**src/rtl/cache_types.sv**
```systemverilog
// Shared cache-side types for the LLC and its memory bridge.
//   llc_mem_req_t : line-granular request (hwrite, hprot, line address, full line)
//   llc_mem_rsp_t : reassembled read line returned to the LLC
//   line_t        : packed array of words, index 0 is the lowest word / first beat
package cache_types;

    localparam int WORDS_PER_LINE = 4;
    localparam int WORD_BITS      = 64;
    localparam int LINE_ADDR_BITS = 27;
    localparam int OFFSET_BITS    = 5;
    localparam int BEAT_CNT_BITS  = $clog2(WORDS_PER_LINE);

    typedef logic [WORD_BITS-1:0]                      word_t;
    typedef logic [WORDS_PER_LINE-1:0][WORD_BITS-1:0]  line_t;
    typedef logic [1:0]                                hprot_t;
    typedef logic [LINE_ADDR_BITS-1:0]                 line_addr_t;
    typedef logic [BEAT_CNT_BITS-1:0]                  beat_cnt_t;

    typedef struct packed {
        logic       hwrite;
        hprot_t     hprot;
        line_addr_t addr;
        line_t      line;
    } llc_mem_req_t;

    typedef struct packed {
        line_t line;
    } llc_mem_rsp_t;

endpackage

```
**src/rtl/line_beat_counter.sv**
```systemverilog
// Beat index within a line burst, shared by the write and read data paths.
//   clk, rst   : clock, synchronous active-low reset
//   clear_i    : restart the burst at beat 0 (priority over incr_i)
//   incr_i     : advance one beat; wraps modulo WORDS_PER_LINE
//   cnt_o      : current beat index
//   is_last_o  : current beat is the final one of a full line
module line_beat_counter
    import cache_types::*;
(
    input  logic      clk,
    input  logic      rst,
    input  logic      clear_i,
    input  logic      incr_i,
    output beat_cnt_t cnt_o,
    output logic      is_last_o
);

    beat_cnt_t cnt_q;

    // NOTE: state registers use non-blocking assignment so every flop samples
    // the pre-edge value of its neighbours, independent of block ordering.
    always_ff @(posedge clk) begin
        if (!rst) begin
            cnt_q <= '0;
        end else if (clear_i) begin
            cnt_q <= '0;
        end else if (incr_i) begin
            // WORDS_PER_LINE is a power of two, so natural overflow is the wrap.
            cnt_q <= cnt_q + 1'b1;
        end
    end

    assign cnt_o     = cnt_q;
    assign is_last_o = (cnt_q == beat_cnt_t'(WORDS_PER_LINE - 1));

endmodule

```
**src/rtl/llc_mem_bridge.sv**
```systemverilog
// Bridge between the LLC line-granular request/response channels and the
// memory controller's command + word-beat bus. One transaction at a time.
//   clk, rst                      : clock, synchronous active-low reset
//   llc_mem_req_valid/ready/_i    : line request from the LLC
//   llc_mem_rsp_valid/ready, rsp  : reassembled read line back to the LLC
//   mem_cmd_*                     : command (write flag, byte address, hprot)
//   mem_wdata_*                   : write beats, lowest word first
//   mem_rdata_*                   : read beats, lowest word first
//   proto_err                     : sticky read-burst length mismatch flag
module llc_mem_bridge
    import cache_types::*;
(
    input  logic                                  clk,
    input  logic                                  rst,
    input  logic                                  llc_mem_req_valid,
    output logic                                  llc_mem_req_ready,
    input  llc_mem_req_t                          llc_mem_req_i,
    output logic                                  llc_mem_rsp_valid,
    input  logic                                  llc_mem_rsp_ready,
    output llc_mem_rsp_t                          llc_mem_rsp,
    output logic                                  mem_cmd_valid,
    input  logic                                  mem_cmd_ready,
    output logic                                  mem_cmd_write,
    output logic [LINE_ADDR_BITS+OFFSET_BITS-1:0] mem_cmd_addr,
    output hprot_t                                mem_cmd_hprot,
    output logic                                  mem_wdata_valid,
    input  logic                                  mem_wdata_ready,
    output word_t                                 mem_wdata,
    output logic                                  mem_wdata_last,
    input  logic                                  mem_rdata_valid,
    output logic                                  mem_rdata_ready,
    input  word_t                                 mem_rdata,
    input  logic                                  mem_rdata_last,
    output logic                                  proto_err
);

    typedef enum logic [2:0] {
        ST_IDLE,
        ST_CMD,
        ST_WDATA,
        ST_RDATA,
        ST_RSP
    } state_e;

    state_e       state_q, state_d;
    llc_mem_req_t req_q;
    line_t        rsp_line_q;
    logic         proto_err_q;

    beat_cnt_t    beat_cnt;
    logic         beat_last;

    logic req_hs, cmd_hs, wr_hs, rd_hs, rsp_hs, rd_done;

    // All handshake outputs decode from state only; no input-to-output paths.
    assign llc_mem_req_ready = (state_q == ST_IDLE);
    assign mem_cmd_valid     = (state_q == ST_CMD);
    assign mem_wdata_valid   = (state_q == ST_WDATA);
    assign mem_rdata_ready   = (state_q == ST_RDATA);
    assign llc_mem_rsp_valid = (state_q == ST_RSP);

    assign req_hs = llc_mem_req_valid & llc_mem_req_ready;
    assign cmd_hs = mem_cmd_valid     & mem_cmd_ready;
    assign wr_hs  = mem_wdata_valid   & mem_wdata_ready;
    assign rd_hs  = mem_rdata_valid   & mem_rdata_ready;
    assign rsp_hs = llc_mem_rsp_valid & llc_mem_rsp_ready;

    // A read burst ends on the first of: explicit last, or a full line of beats.
    assign rd_done = rd_hs & (mem_rdata_last | beat_last);

    // The counter is cleared as the FSM enters CMD, so it is 0 at the first beat.
    line_beat_counter u_beat_cnt (
        .clk       (clk),
        .rst       (rst),
        .clear_i   (req_hs),
        .incr_i    (wr_hs | rd_hs),
        .cnt_o     (beat_cnt),
        .is_last_o (beat_last)
    );

    // NOTE: next-state is given a default before the case so no path through
    // this block leaves it unassigned, which would otherwise infer a latch.
    always_comb begin
        state_d = state_q;
        unique case (state_q)
            ST_IDLE:  if (req_hs)  state_d = ST_CMD;
            ST_CMD:   if (cmd_hs)  state_d = req_q.hwrite ? ST_WDATA : ST_RDATA;
            ST_WDATA: if (wr_hs && beat_last) state_d = ST_IDLE;
            ST_RDATA: if (rd_done) state_d = ST_RSP;
            ST_RSP:   if (rsp_hs)  state_d = ST_IDLE;
            default:  state_d = ST_IDLE;
        endcase
    end

    // NOTE: the response line is wide, but it is reset on purpose: slots not
    // written by a short burst expose their old contents, which must be a
    // defined value after reset rather than X.
    always_ff @(posedge clk) begin
        if (!rst) begin
            state_q     <= ST_IDLE;
            req_q       <= '0;
            rsp_line_q  <= '0;
            proto_err_q <= 1'b0;
        end else begin
            state_q <= state_d;
            if (req_hs) begin
                req_q <= llc_mem_req_i;
            end
            if (rd_hs) begin
                rsp_line_q[beat_cnt] <= mem_rdata;
                // Early last (last before the final slot) or missing last
                // (no last on the final slot) are both length mismatches.
                if (mem_rdata_last != beat_last) begin
                    proto_err_q <= 1'b1;
                end
            end
        end
    end

    assign mem_cmd_write    = req_q.hwrite;
    assign mem_cmd_addr     = {req_q.addr, {OFFSET_BITS{1'b0}}};
    assign mem_cmd_hprot    = req_q.hprot;
    assign mem_wdata        = req_q.line[beat_cnt];
    assign mem_wdata_last   = beat_last;
    assign llc_mem_rsp.line = rsp_line_q;
    assign proto_err        = proto_err_q;

endmodule

```
**config.mk**
```make
export PLATFORM = sky130hd
export DESIGN_NAME = llc_mem_bridge
export DESIGN_NICKNAME = d
export VERILOG_FILES = /design/src/rtl/cache_types.sv /design/src/rtl/line_beat_counter.sv /design/src/rtl/llc_mem_bridge.sv
export SDC_FILE = /design/constraint.sdc
export NUM_CORES = 1
export LEC_CHECK = 0
export ABC_AREA = 1
export ABC_CLOCK_PERIOD_IN_PS = 2050
export CAP_MARGIN = 25
export CORE_AREA = 5 5 278 280
export CTS_BUF_LIST = sky130_fd_sc_hd__clkbuf_16
export CTS_CLUSTER_DIAMETER = 100
export DETAILED_ROUTE_END_ITERATION = 12
export DIE_AREA = 0 0 283 285
export HOLD_SLACK_MARGIN = 0.12
export REMOVE_ABC_BUFFERS = 1
export SETUP_SLACK_MARGIN = 0.05
export SYNTH_ARGS = -nofsm -noshare
export SYNTH_HDL_FRONTEND = slang
export SYNTH_HIERARCHICAL = 1
export SYNTH_SLANG_ARGS = --single-unit
```
**constraint.sdc**
```tcl
create_clock -name clk -period 2.05 [get_ports clk]
set_input_delay 0.41 -clock clk [delete_from_list [all_inputs] [get_ports clk]]
set_output_delay 0.41 -clock clk [all_outputs]
set_load 0.02 [all_outputs]
```
# Word-level counts from Yosys, hierarchy flattened
# Index checks and enable logic that the tools add are counted.
# classes
n_mux	12
n_eq_ne	11
addsub	1
reduce_logical	6
bitwise	9
order_cmp	2
# ops
operator	count
bitwise mux 256 bit	1
binary-select mux 64 bit (select 2 bit)	1
demux 64 bit (select 2 bit)	1
two-way mux 64 bit	2
two-way mux 3 bit	5
one-hot mux 3 bit (5 select lines)	1
inequality test 2 x 1 -> 1 bit, second input constant	5
bitwise AND 1 bit	6
equality test 3 x 2 -> 1 bit, second input constant	2
AND reduction 5 bit	1
equality test 3 x 1 -> 1 bit, second input constant	1
equality test 3 bit, second input constant	1
logical NOT 3 bit	1
less-than comparator 2 x 3 -> 1 bit, second input constant	1
adder 2 x 1 -> 2 bit, second input constant	1
equality test 2 bit, second input constant	1
greater-or-equal comparator 2 x 1 -> 1 bit, second input constant	1
logical AND 1 bit	2
bitwise OR 1 bit	2
AND reduction 2 bit	1
OR reduction 2 bit	1
two-way mux 1 bit	1
inequality test 1 bit	1
inverter 1 bit	1
# word_totals
out_inout_bits	362
input_bits	358
reg_bits	548
elab_cells	55

# Longest topological paths before layout
# Gate-level depths: netlist of the first run.
# depth
depth_word	5
ltp_mapped	11

# Cells and area by module
# The synthesis of the first run kept the hierarchy.
# by_module_without_submodules
mod	cells_per_inst	n_inst	seq_area_each_um2	area_each_um2
llc_mem_bridge	2608	1	10930.5	20519.7
line_beat_counter	14	1	40.0	97.6

# Least setup slack after synthesis of the first run
# Ideal clock, no wire load.
# synth_path
path_kind	reg-to-output
startpoint	register u_beat_cnt.cnt_q[0] (netlist: u_beat_cnt/cnt_o[0])
endpoint	output mem_wdata[10]
arrival_ns	1.394
path_stages_with_launch	7
required_ns	1.640
slack_ns	0.246
cell_sequence	dfxtp_1 inv_1 nor2_1 clkbuf_1 buf_1 a22oi_1 o221ai_1
# synth_via
elab_chain_cells	2
# synth_rtl
item	line_no	rtl
from (decl)	line_beat_counter.sv:18	beat_cnt_t cnt_q;
from (signal assigned)	line_beat_counter.sv:29	cnt_q <= cnt_q + 1'b1;
binary-select mux 64 bit (select 2 bit)	llc_mem_bridge.sv:123	assign mem_wdata = req_q.line[beat_cnt];
two-way mux 64 bit (not written as such)	llc_mem_bridge.sv:123	
to (decl)	llc_mem_bridge.sv:28	output word_t mem_wdata,
# No other way between the ends. The select of a mux whose other input is x is not followed.

# Worst setup path in the final report of the first run
# layout_path
startpoint	register u_beat_cnt.cnt_q[0] (netlist: u_beat_cnt/cnt_o[0])
endpoint	output mem_wdata[15]
# Same word-level chain as after synthesis.

==> results.yml, run 1 <==
outcome:
  status: "finished, violations left"
  violations: "negative setup slack"
sta:
  clock-skew-final_ns: 0.01568
  whs_ns: 0.2128
  setup_violations: 64
  fin_crit_ns: 2.426
  rsz0062_at_grt: "true"
  tns_ns: -17.72
  maxSlewHeadroom: 0.6279
  drv_slew: 0
  maxClockFrequency_mhz: 412.2
  finalHoldViolations: 0
  fin_ws_ns: -0.3757
  worst_pin_slew_ns: 0.5565
  period_share: 1.183
synthesis:
  synth.distinct_cells: 28
  ys.flop_type: "dfxtp_1"
  syn_inst: 2622
  synth_area_um2: 20620
  seq_area_frac_synth: 0.5321
  yosys.area.top_type: "dfxtp_1"
  synth.most_common_cell: "dfxtp_1"
  synth.top_cell.area_share: 0.5321
  yosys-top-cells-area: "dfxtp_1 53%, nor2_1 9.6%, a21oi_1 7.0%"
  ys_ff_latch: 548
  synthTopCellsByCount: "548 x dfxtp_1, 525 x nor2_1, 336 x nand2_1"
  synth_area_per_cell_um2: 7.863
  synthArstFlopShare: 0
  ys_warn_count: 6
  synth_edf_count: 0
pwr:
  sw_frac_of_total: 0.3181
  ir_worst_vdd_mv: 0.7772
  seq_power_share: 0.403
  internal_power_uw: 21860
  switchingPower_uw: 10200
  pwr-share-comb: 0.265
  power.density_nw_per_um2: 1007
  p_leak_uw: 0.01370
  pwr-share-clk: 0.332
routing:
  drc: 0
  ant_nets: 0
  drt_first_pass_iters: 5
  route.final.wire_length_um: 86400
  drt_iter0_drc: 1176
  vias: 20290
  routedWlPerCell_um: 19.83
  via_per_inst: 4.657
die:
  core_area_um2: 74200
  dieHeight_um: 285
  dieArea_um2: 80660
  rows: 100
  pin_count: 720
  floorplan.initialDensity: 0.2779
  die_x_um: 283
cts:
  cts_buffers: 61
  cts_max_level: 2
  cts.sinks: 548
  clock-root-buffer: "clkbuf_16"
  clk_pin_slew_ns: 0.06
  hold_buffers: 0
  cts_tree: "yes"
  worstSkewPairLatency_ns: 0.62
  cts_buffer_depth: 3
global_route:
  use_met3: 0.04233
  grt_max_degree: 76
  grt_pass1_wl_um: 123900
  busiest_layer: "met2"
  first_global_vias: 19220
  use_met2: 0.3374
  antenna_found_initial: 34
  grt_overflow: 0
  use_met1: 0.2386
  track_usage: 0.1974
cells_and_area:
  area_growth_pct: 54.50
  nNetsFinal: 3669
  final_cells: 4356
  drive_gt1_frac: 0.1275
place:
  dp.final_hpwl_um: 61470
  gp_congestion: 0.8708
  place_worst_setup_slack_ns: -0.2764
  dp_cells: 4198
  numPortBuffers: 714
critical_path:
  startpoint_type: "flop"
  rr_worst_depth: 8
  path_max_fanout: 26
  worst_setup_path_end_kind: "output pin"
  arrival_ns: 2.02
  crit_type: "reg -> out"
  worstPathRequired_ns: 1.64
hold_path:
  holdCritPathClass: "in -> reg"
  hold_depth: 3
job:
  cap_viol_max_count: 0
[kinds of logic after synthesis]
group                      Yosys count  share of synthesized area
other                                1                  0.0001819
AOI/OAI and AO/OA                  803                     0.2145
DFF                                548                     0.5321
and+or+nand+nor                    877                     0.1622
adders and majority gates            2                   0.001214
buffers and inverters              391                    0.08982
[routing by layer]
layer  part of all wire  wire [um]  vias to the layer above
li1                   -          -                    10010
met1               0.41      35010                     9468
met2               0.50      42880                      630
met3              0.057       4893                      177
met4              0.041       3573                        6
met5            0.00045         39                        -
[state kept, by name (all words and copies together) (netlist names)]
| name | flops |
|---|---|
| llc_mem_rsp | 256 |
| mem_cmd_addr | 27 |
| mem_cmd_hprot | 2 |
| mem_cmd_write | 1 |
| proto_err | 1 |
| req_q | 256 |
| state_q | 3 |
| u_beat_cnt/cnt_o | 2 |
[what timing repair did]
item	in CTS	in global routing
setup endpoints to repair	347	79
buffers inserted	6	1
cloned	7	4
pin swaps	7	7
resized for setup	708	117
[placed cells by master (no fill, tap or decap), types with 22 or more instances in the layout]
master	instances
o21ai_0	262
inv_1	157
o221ai_1	22
dfxtp_1	543
a21oi_1	288
buf_6	36
nor2_1	522
nand2_1	332
diode_2	30
o221ai_2	42
buf_4	116
dlygate4sd2_1	276
o21ai_1	124
buf_12	43
clkdlybuf4s50_1	357
clkbuf_16	65
a22oi_2	61
[critical path, stage by stage, from the launching register on]
cell,delay [ns]
dfxtp_4,0.37
buf_4,0.15
nand2_4,0.10
buf_12,0.18
buf_4,0.19
o221ai_2,0.17
buf_6,0.16
[power groups by stage]
stage | clock network [uW] | logic (uW) | registers, uW
after floorplan | 0 | 3080 | 12700
after global placement | 0 | 7940 | 13000
after detailed placement | 0 | 7990 | 13000
after CTS | 10900 | 8070 | 12900
after global routing | 11400 | 9220 | 13000
final | 10700 | 8480 | 12900
[area by class of cell]
class | instances | area, um2
Clock buffer | 61 | 1526
Timing Repair Buffer | 858 | 8618
Clock inverter | 50 | 391.6
Fill cell | 7536 | 42340
Multi-Input combinational cell | 1687 | 8461
Tap cell | 969 | 1212
Inverter | 153 | 584.3
Antenna cell | 30 | 75.07
Sequential cell | 548 | 10980
[final timing paths]
kind                            to  slack (ns)                 from
hold reg to reg         req_q[133]        0.45           req_q[133]
hold / removal          req_q[221]        0.21                  rst
setup / recovery     mem_wdata[15]       -0.38  u_beat_cnt/cnt_o[0]
setup reg to reg  llc_mem_rsp[100]        0.17  u_beat_cnt/cnt_o[1]
[stage by stage]
step,util,cell area (um2),total power [uW]
floorplan,-,19350,15750
global placement,0.3935,29200,20970
detailed placement,0.3935,29200,21040
CTS,0.4202,31180,31830
global route,0.4293,31850,33640
finish,0.4293,31850,32060
Power figures use the tool's default switching activity.
==> inputs of run 2 (changes only) <==
--- a/config.mk
+++ b/config.mk
@@ -5,14 +5,14 @@
 export SDC_FILE = /design/constraint.sdc
 export NUM_CORES = 1
 export LEC_CHECK = 0
-export ABC_AREA = 1
 export ABC_CLOCK_PERIOD_IN_PS = 2050
 export CAP_MARGIN = 25
-export CORE_AREA = 5 5 278 280
-export CTS_BUF_LIST = sky130_fd_sc_hd__clkbuf_16
+export CORE_ASPECT_RATIO = 0.7
+export CORE_MARGIN = 5
+export CORE_UTILIZATION = 30
+export CTS_BUF_LIST = sky130_fd_sc_hd__clkbuf_4 sky130_fd_sc_hd__clkbuf_8
 export CTS_CLUSTER_DIAMETER = 100
 export DETAILED_ROUTE_END_ITERATION = 12
-export DIE_AREA = 0 0 283 285
 export HOLD_SLACK_MARGIN = 0.12
 export REMOVE_ABC_BUFFERS = 1
 export SETUP_SLACK_MARGIN = 0.05
==> run 2 against run 1 <==
The run still ends with negative setup slack left. Flip-flop and latch count did not move. Utilization rose by 3.9 points. Register-to-register slack got worse by 0.23 ns. Via count fell by 3.6%. Non-clock buffer count rose by 40. First-iteration DRC count fell by 0.43%. Setup slack got worse by 0.21 ns. Clock skew rose by 0.042 ns. Sequential share of layout area fell by 2.3 points. Sequential power fell by 12%. Fmax fell by 8.1%. Power fell by 18%.
==> results.yml, run 2 <==
routing:
  ant_nets: 0
  drt_first_pass_iters: 5
  route.final.wire_length_um: 86250
  vias: 19560
  routedWlPerCell_um: 20.80
  drc: 0
  via_per_inst: 4.717
  drt_iter0_drc: 1171
critical_path:
  worstPathRequired_ns: 1.64
  arrival_ns: 2.23
  critPathMaxStageDelay_ns: 0.54
  path_cells: "buf_12 > buf_12 > buf_12 > buf_6 > mux4_2 > buf_6"
  crit_start: "u_beat_cnt/cnt_o[0]"
  crit_top_cell: "buf_12"
  worst_setup_path_end_kind: "output pin"
  path_max_fanout: 5
  crit_slowest_cell: "mux4_2"
  startpoint_type: "flop"
  crit_type: "reg -> out"
  r2r_start: "state_q[2]"
cts:
  cts_max_level: 3
  cts_buffer_depth: 3
  cts.sinks: 548
  cts_tree: "yes"
  cts_buffers: 91
  clk_pin_slew_ns: 0.06
  clock-root-buffer: "clkbuf_8"
  worstSkewPairLatency_ns: 0.70
place:
  place_area_um2: 30450
  gp_congestion: 0.8555
  numPortBuffers: 714
  dp.final_hpwl_um: 60060
synthesis:
  yosys-top-cells-area: "dfxtp_1 50%, nand2_1 15%, mux2i_1 12%"
  ys_ff_latch: 548
  synth.top_cell.area_share: 0.4994
  ys.flop_type: "dfxtp_1"
  ys_warn_count: 6
  yosys.area.top_type: "dfxtp_1"
  seq_area_frac_synth: 0.4994
  synthTopCellsByCount: "896 x nand2_1, 548 x dfxtp_1, 257 x mux2i_1"
  syn_inst: 2298
  synth_edf_count: 0
  synthArstFlopShare: 0
  synth_area_um2: 21970
  synth_area_per_cell_um2: 9.559
  synth.distinct_cells: 32
  synth.most_common_cell: "nand2_1"
global_route:
  antenna_found_initial: 13
  track_usage: 0.1958
  grt_max_degree: 76
  grt_pass1_wl_um: 120900
  first_global_vias: 19660
  grt_overflow: 0
pwr:
  ir_worst_vdd_mv: 0.4777
  p_leak_uw: 0.01459
  power.density_nw_per_um2: 769.4
sta:
  drv_slew: 0
  fin_crit_ns: 2.639
  setup_violations: 148
  whs_ns: 0.2538
  rsz0062_at_grt: "true"
  tns_ns: -33.32
  finalHoldViolations: 0
  period_share: 1.287
  clock-skew-final_ns: 0.05730
  fin_ws_ns: -0.5892
  maxClockFrequency_mhz: 378.9
cells_and_area:
  design_area_um2: 34180
  num-fill-cells: 6879
  fin_util: 0.4688
  area_growth_pct: 55.57
  mostFrequentLayoutCells: "818 x nand2_1, 542 x dfxtp_1, 356 x clkdlybuf4s50_1"
  final_common_cell: "nand2_1"
  nNetsFinal: 3448
  drive_gt1_frac: 0.1994
outcome:
  status: "finished, violations left"
  violations: "negative setup slack"
job:
  cap_viol_max_count: 0
die:
  dieArea_um2: 78820
  core_area_um2: 72900
  die_x_um: 333.4
  rows: 83
  floorplan.initialDensity: 0.3013
  dieHeight_um: 236.4
  pin_count: 720
hold_path:
  holdCritPathClass: "in -> reg"
  holdCritStartpoint: "llc_mem_req_i[255]"
==> run 2: changes by cell type in the layout (fill, tap and decap cells not counted), sizes merged, moves of 257 or more <==
cell and delta:
mux2i +257, o21ai -386, a21boi +287, nand2 +559, a21oi -285, nor2 -525
==> run 2: final timing paths <==
path                    to  slack [ns]  depth (start not counted)
min reg2reg     req_q[203]        0.45                          2
max          mem_wdata[12]       -0.59                          6
min             req_q[255]        0.25                          3
max reg2reg      req_q[88]       -0.06                          8
==> run 2: what timing repair did <==
item                                    CTS  global route
resized for setup                       699           265
hold endpoints to repair                 20             0
gates cloned                              3            28
pin swaps                                 2            96
endpoints found under the setup margin  357           114
setup buffers                            30            18
hold buffers                              1             0
==> run 2: kinds of logic after synthesis <==
| family | Yosys count | share of synthesized area |
|---|---|---|
| AO/OA/AOI/OAI | 294 | 0.1001 |
| XOR/XNOR | 1 | 0.0003988 |
| adder cells (fa/ha/maj) | 2 | 0.001139 |
| buffers and inverters | 213 | 0.05627 |
| flip-flops | 548 | 0.4994 |
| multiplexers | 321 | 0.1827 |
| other | 1 | 0.0001707 |
| AND/OR/NAND/NOR | 918 | 0.1598 |
==> run 2: power breakdown <==
group          switching [uW]  internal (uW)  leakage, uW
sequential                298          11100      0.00446
clock                    4590           5950      0.00107
combinational            2090           2230      0.00907
==> run 2: final cells by class <==
cell class,instances,area (um2),share of cell area
Sequential cell,548,10990,0.3216
Multi-Input combinational cell,1541,10350,0.3028
Timing Repair Buffer,898,9479,0.2774
Clock buffer,146,1834,0.05367
Tap cell,977,1222,0.03577
Clock inverter,19,185.2,0.005418
Timing Repair inverter,3,62.56,0.001831
Inverter,5,31.28,0.0009153
Antenna cell,9,22.52,0.0006590
==> run 2: routing by layer <==
| metal | track usage | vias up | share of wire |
|---|---|---|---|
| met4 | 0.07378 | 6 | 0.031 |
| met1 | 0.2387 | 9564 | 0.42 |
| met3 | 0.05922 | 152 | 0.071 |
| met5 | 0 | - | 0.00041 |
| met2 | 0.3271 | 642 | 0.48 |
| li1 | - | 9192 | - |
==> run 2: stage by stage <==
step           total power [uW]  setup WS (ns)  cells
2_1_floorplan             13070         -8.045   2094
3_3_place_gp              14950        -0.2296   3896
3_5_place_dp              15030        -0.2374   3896
4_1_cts                   25680        -0.7103   4095
5_1_grt                   27410        -0.7006   4145
6_report                  26290        -0.5892   4146
==> run 2: critical path, delay by kind of cell, from the launching register on <==
family,cells,cell delay [ns]
flops,1,0.36
buf+inv,5,0.63
mux,1,0.54
==> inputs of run 3 (changes only) <==
--- a/config.mk
+++ b/config.mk
@@ -7,13 +7,13 @@
 export LEC_CHECK = 0
 export ABC_CLOCK_PERIOD_IN_PS = 2050
 export CAP_MARGIN = 25
-export CORE_ASPECT_RATIO = 0.7
-export CORE_MARGIN = 5
-export CORE_UTILIZATION = 30
+export CORE_AREA = 5 5 277 279
 export CTS_BUF_LIST = sky130_fd_sc_hd__clkbuf_4 sky130_fd_sc_hd__clkbuf_8
 export CTS_CLUSTER_DIAMETER = 100
 export DETAILED_ROUTE_END_ITERATION = 12
+export DIE_AREA = 0 0 282 284
 export HOLD_SLACK_MARGIN = 0.12
+export PLACE_DENSITY = 0.56
 export REMOVE_ABC_BUFFERS = 1
 export SETUP_SLACK_MARGIN = 0.05
 export SYNTH_ARGS = -nofsm -noshare
==> run 3 against run 2 <==
The flow still finishes with violations (negative setup slack). Combinational power shrank 18%. Utilization shrank 2.3 points. Routed wire length shrank 5.1%. Final cell count shrank 1.0%. First-iteration DRC count shrank 26%. Sequential power is essentially flat. Die area grew 1.6%. Highest routed layer unchanged. Fmax grew 6.6%. Setup slack gained 0.16 ns. Largest cell class unchanged.
==> results.yml, run 3 (synthesis gave the netlist of run 2 again) <==
outcome:
  status: "finished, violations left"
  violations: "negative setup slack"
routing:
  drt_first_pass_iters: 4
  via_per_inst: 4.594
  ant_nets: 0
  vias: 18850
  routedWlPerCell_um: 19.96
  drt_iter0_drc: 869
  drc: 0
  route.final.wire_length_um: 81880
global_route:
  grt_max_degree: 79
  grt_overflow: 0
  antenna_found_initial: 16
  use_met3: 0.08309
  first_global_vias: 19800
  busiest_layer: "met2"
  track_usage: 0.1947
  use_met2: 0.3224
  use_met1: 0.2228
  grt_pass1_wl_um: 121300
sta:
  worst_pin_slew_ns: 0.5942
  drv_slew: 0
  rsz0062_at_grt: "true"
  setup_violations: 64
  clock-skew-final_ns: 0.03999
  fin_crit_ns: 2.476
  maxClockFrequency_mhz: 403.9
  finalHoldViolations: 0
  period_share: 1.208
  fin_ws_ns: -0.4261
  maxSlewHeadroom: 0.6039
die:
  rows: 100
  dieArea_um2: 80090
  pin_count: 720
  die_x_um: 282
  floorplan.initialDensity: 0.2971
  core_area_um2: 73950
  dieHeight_um: 284
critical_path:
  reg2reg_to: "mem_cmd_addr[23]"
  crit_start: "u_beat_cnt/cnt_o[0]"
  path_cells: "buf_6 > buf_12 > mux4_2 > buf_6"
  path_max_fanout: 7
  r2r_start: "state_q[1]"
  worst_setup_path_end_kind: "output pin"
  crit_top_cell: "buf_6"
  worstPathRequired_ns: 1.64
  arrival_ns: 2.07
  reg2reg_slack_ns: 0.13
  rr_worst_depth: 8
  critPathMaxStageDelay_ns: 0.54
  crit_slowest_cell: "mux4_2"
  crit_type: "reg -> out"
  startpoint_type: "flop"
job:
  cap_viol_max_count: 0
cells_and_area:
  nNetsFinal: 3402
  fin_util: 0.4461
  drive_gt1_frac: 0.1484
  mostFrequentLayoutCells: "896 x nand2_1, 543 x dfxtp_1, 356 x clkdlybuf4s50_1"
  num-fill-cells: 7152
  final_common_cell: "nand2_1"
  area_growth_pct: 50.15
cts:
  clock-root-buffer: "clkbuf_8"
  cts_tree: "yes"
  cts.sinks: 548
  worstSkewPairLatency_ns: 0.68
  cts_buffers: 95
  cts_max_level: 3
  clk_pin_slew_ns: 0.06
  cts_buffer_depth: 3
place:
  gp_congestion: 0.9364
  place_worst_setup_slack_ns: -0.2051
  numPortBuffers: 714
  dp.final_hpwl_um: 60490
hold_path:
  holdCritPathClass: "in -> reg"
  hold_depth: 3
  hold_end: "req_q[102]"
  holdCritStartpoint: "llc_mem_req_i[102]"
pwr:
  ir_worst_vdd_mv: 0.3736
  p_leak_uw: 0.01398
  power.density_nw_per_um2: 787.6
run 3: worst max-delay path by stage:
stage / to / slack [ns] / depth (start not counted)
after floorplan: u_beat_cnt/cnt_o[0] / -8.05 / 4
after global placement: mem_wdata[46] / -0.21 / 3
after detailed placement: mem_wdata[6] / -0.21 / 3
after CTS: mem_wdata[52] / -0.57 / 4
after global routing: mem_wdata[52] / -0.56 / 4
final: mem_wdata[52] / -0.43 / 4
run 3: final cells by class:
cell class              count  area [um2]  area share
well taps                 969        1212     0.03676
clock inverters            20       227.7    0.006904
repair buffers            851        8718      0.2643
clock buffers             154        1913     0.05800
multi-input cells        1541        9857      0.2988
inverters                   5       31.28   0.0009483
diodes                     15       37.54    0.001138
flip-flops and latches    548       10990      0.3331
run 3: timing repair:
item | in CTS | in global routing
cloned | 3 | 1
hold buffers | 1 | 0
hold endpoints to repair | 6 | 0
setup buffers | 13 | 15
gates resized for setup | 688 | 31
pin swaps | 4 | 1
setup endpoints to repair | 357 | 79
run 3: power breakdown:
| group | internal (uW) | leakage, uW | switching (uW) |
|---|---|---|---|
| registers | 11100 | 0.00446 | 282 |
| logic | 1780 | 0.00839 | 1750 |
| clock network | 6320 | 0.00113 | 4710 |
| total | 19200 | 0.0140 | 6740 |
run 3: worst max-delay path: cells and delay by family (launching register included):
| kind | cells | cell delay [ns] |
|---|---|---|
| mux | 1 | 0.54 |
| flops | 1 | 0.40 |
| buf+inv | 3 | 0.47 |
run 3: metrics by stage:
step / hold slack, ns / power (uW) / instances / instance area, um2 / TNS (ns)
floorplan: 0.4319 / 13070 / 2094 / 20770 / -3799.09
global placement: 0.4381 / 15060 / 3884 / 30630 / -34.06
detailed placement: 0.4438 / 15130 / 3884 / 30630 / -42.90
CTS: 0.1722 / 26380 / 4074 / 32720 / -31.85
global route: 0.2038 / 27190 / 4098 / 32970 / -31.10
finish: 0.2775 / 25980 / 4103 / 32980 / -23.46
run 3: layer usage:
metal	up-vias	part of all wire	routed length, um
met5	-	0.00016	13
met4	2	0.031	2573
met3	133	0.11	8800
met2	675	0.47	38610
met1	8942	0.39	31880
li1	9098	-	-
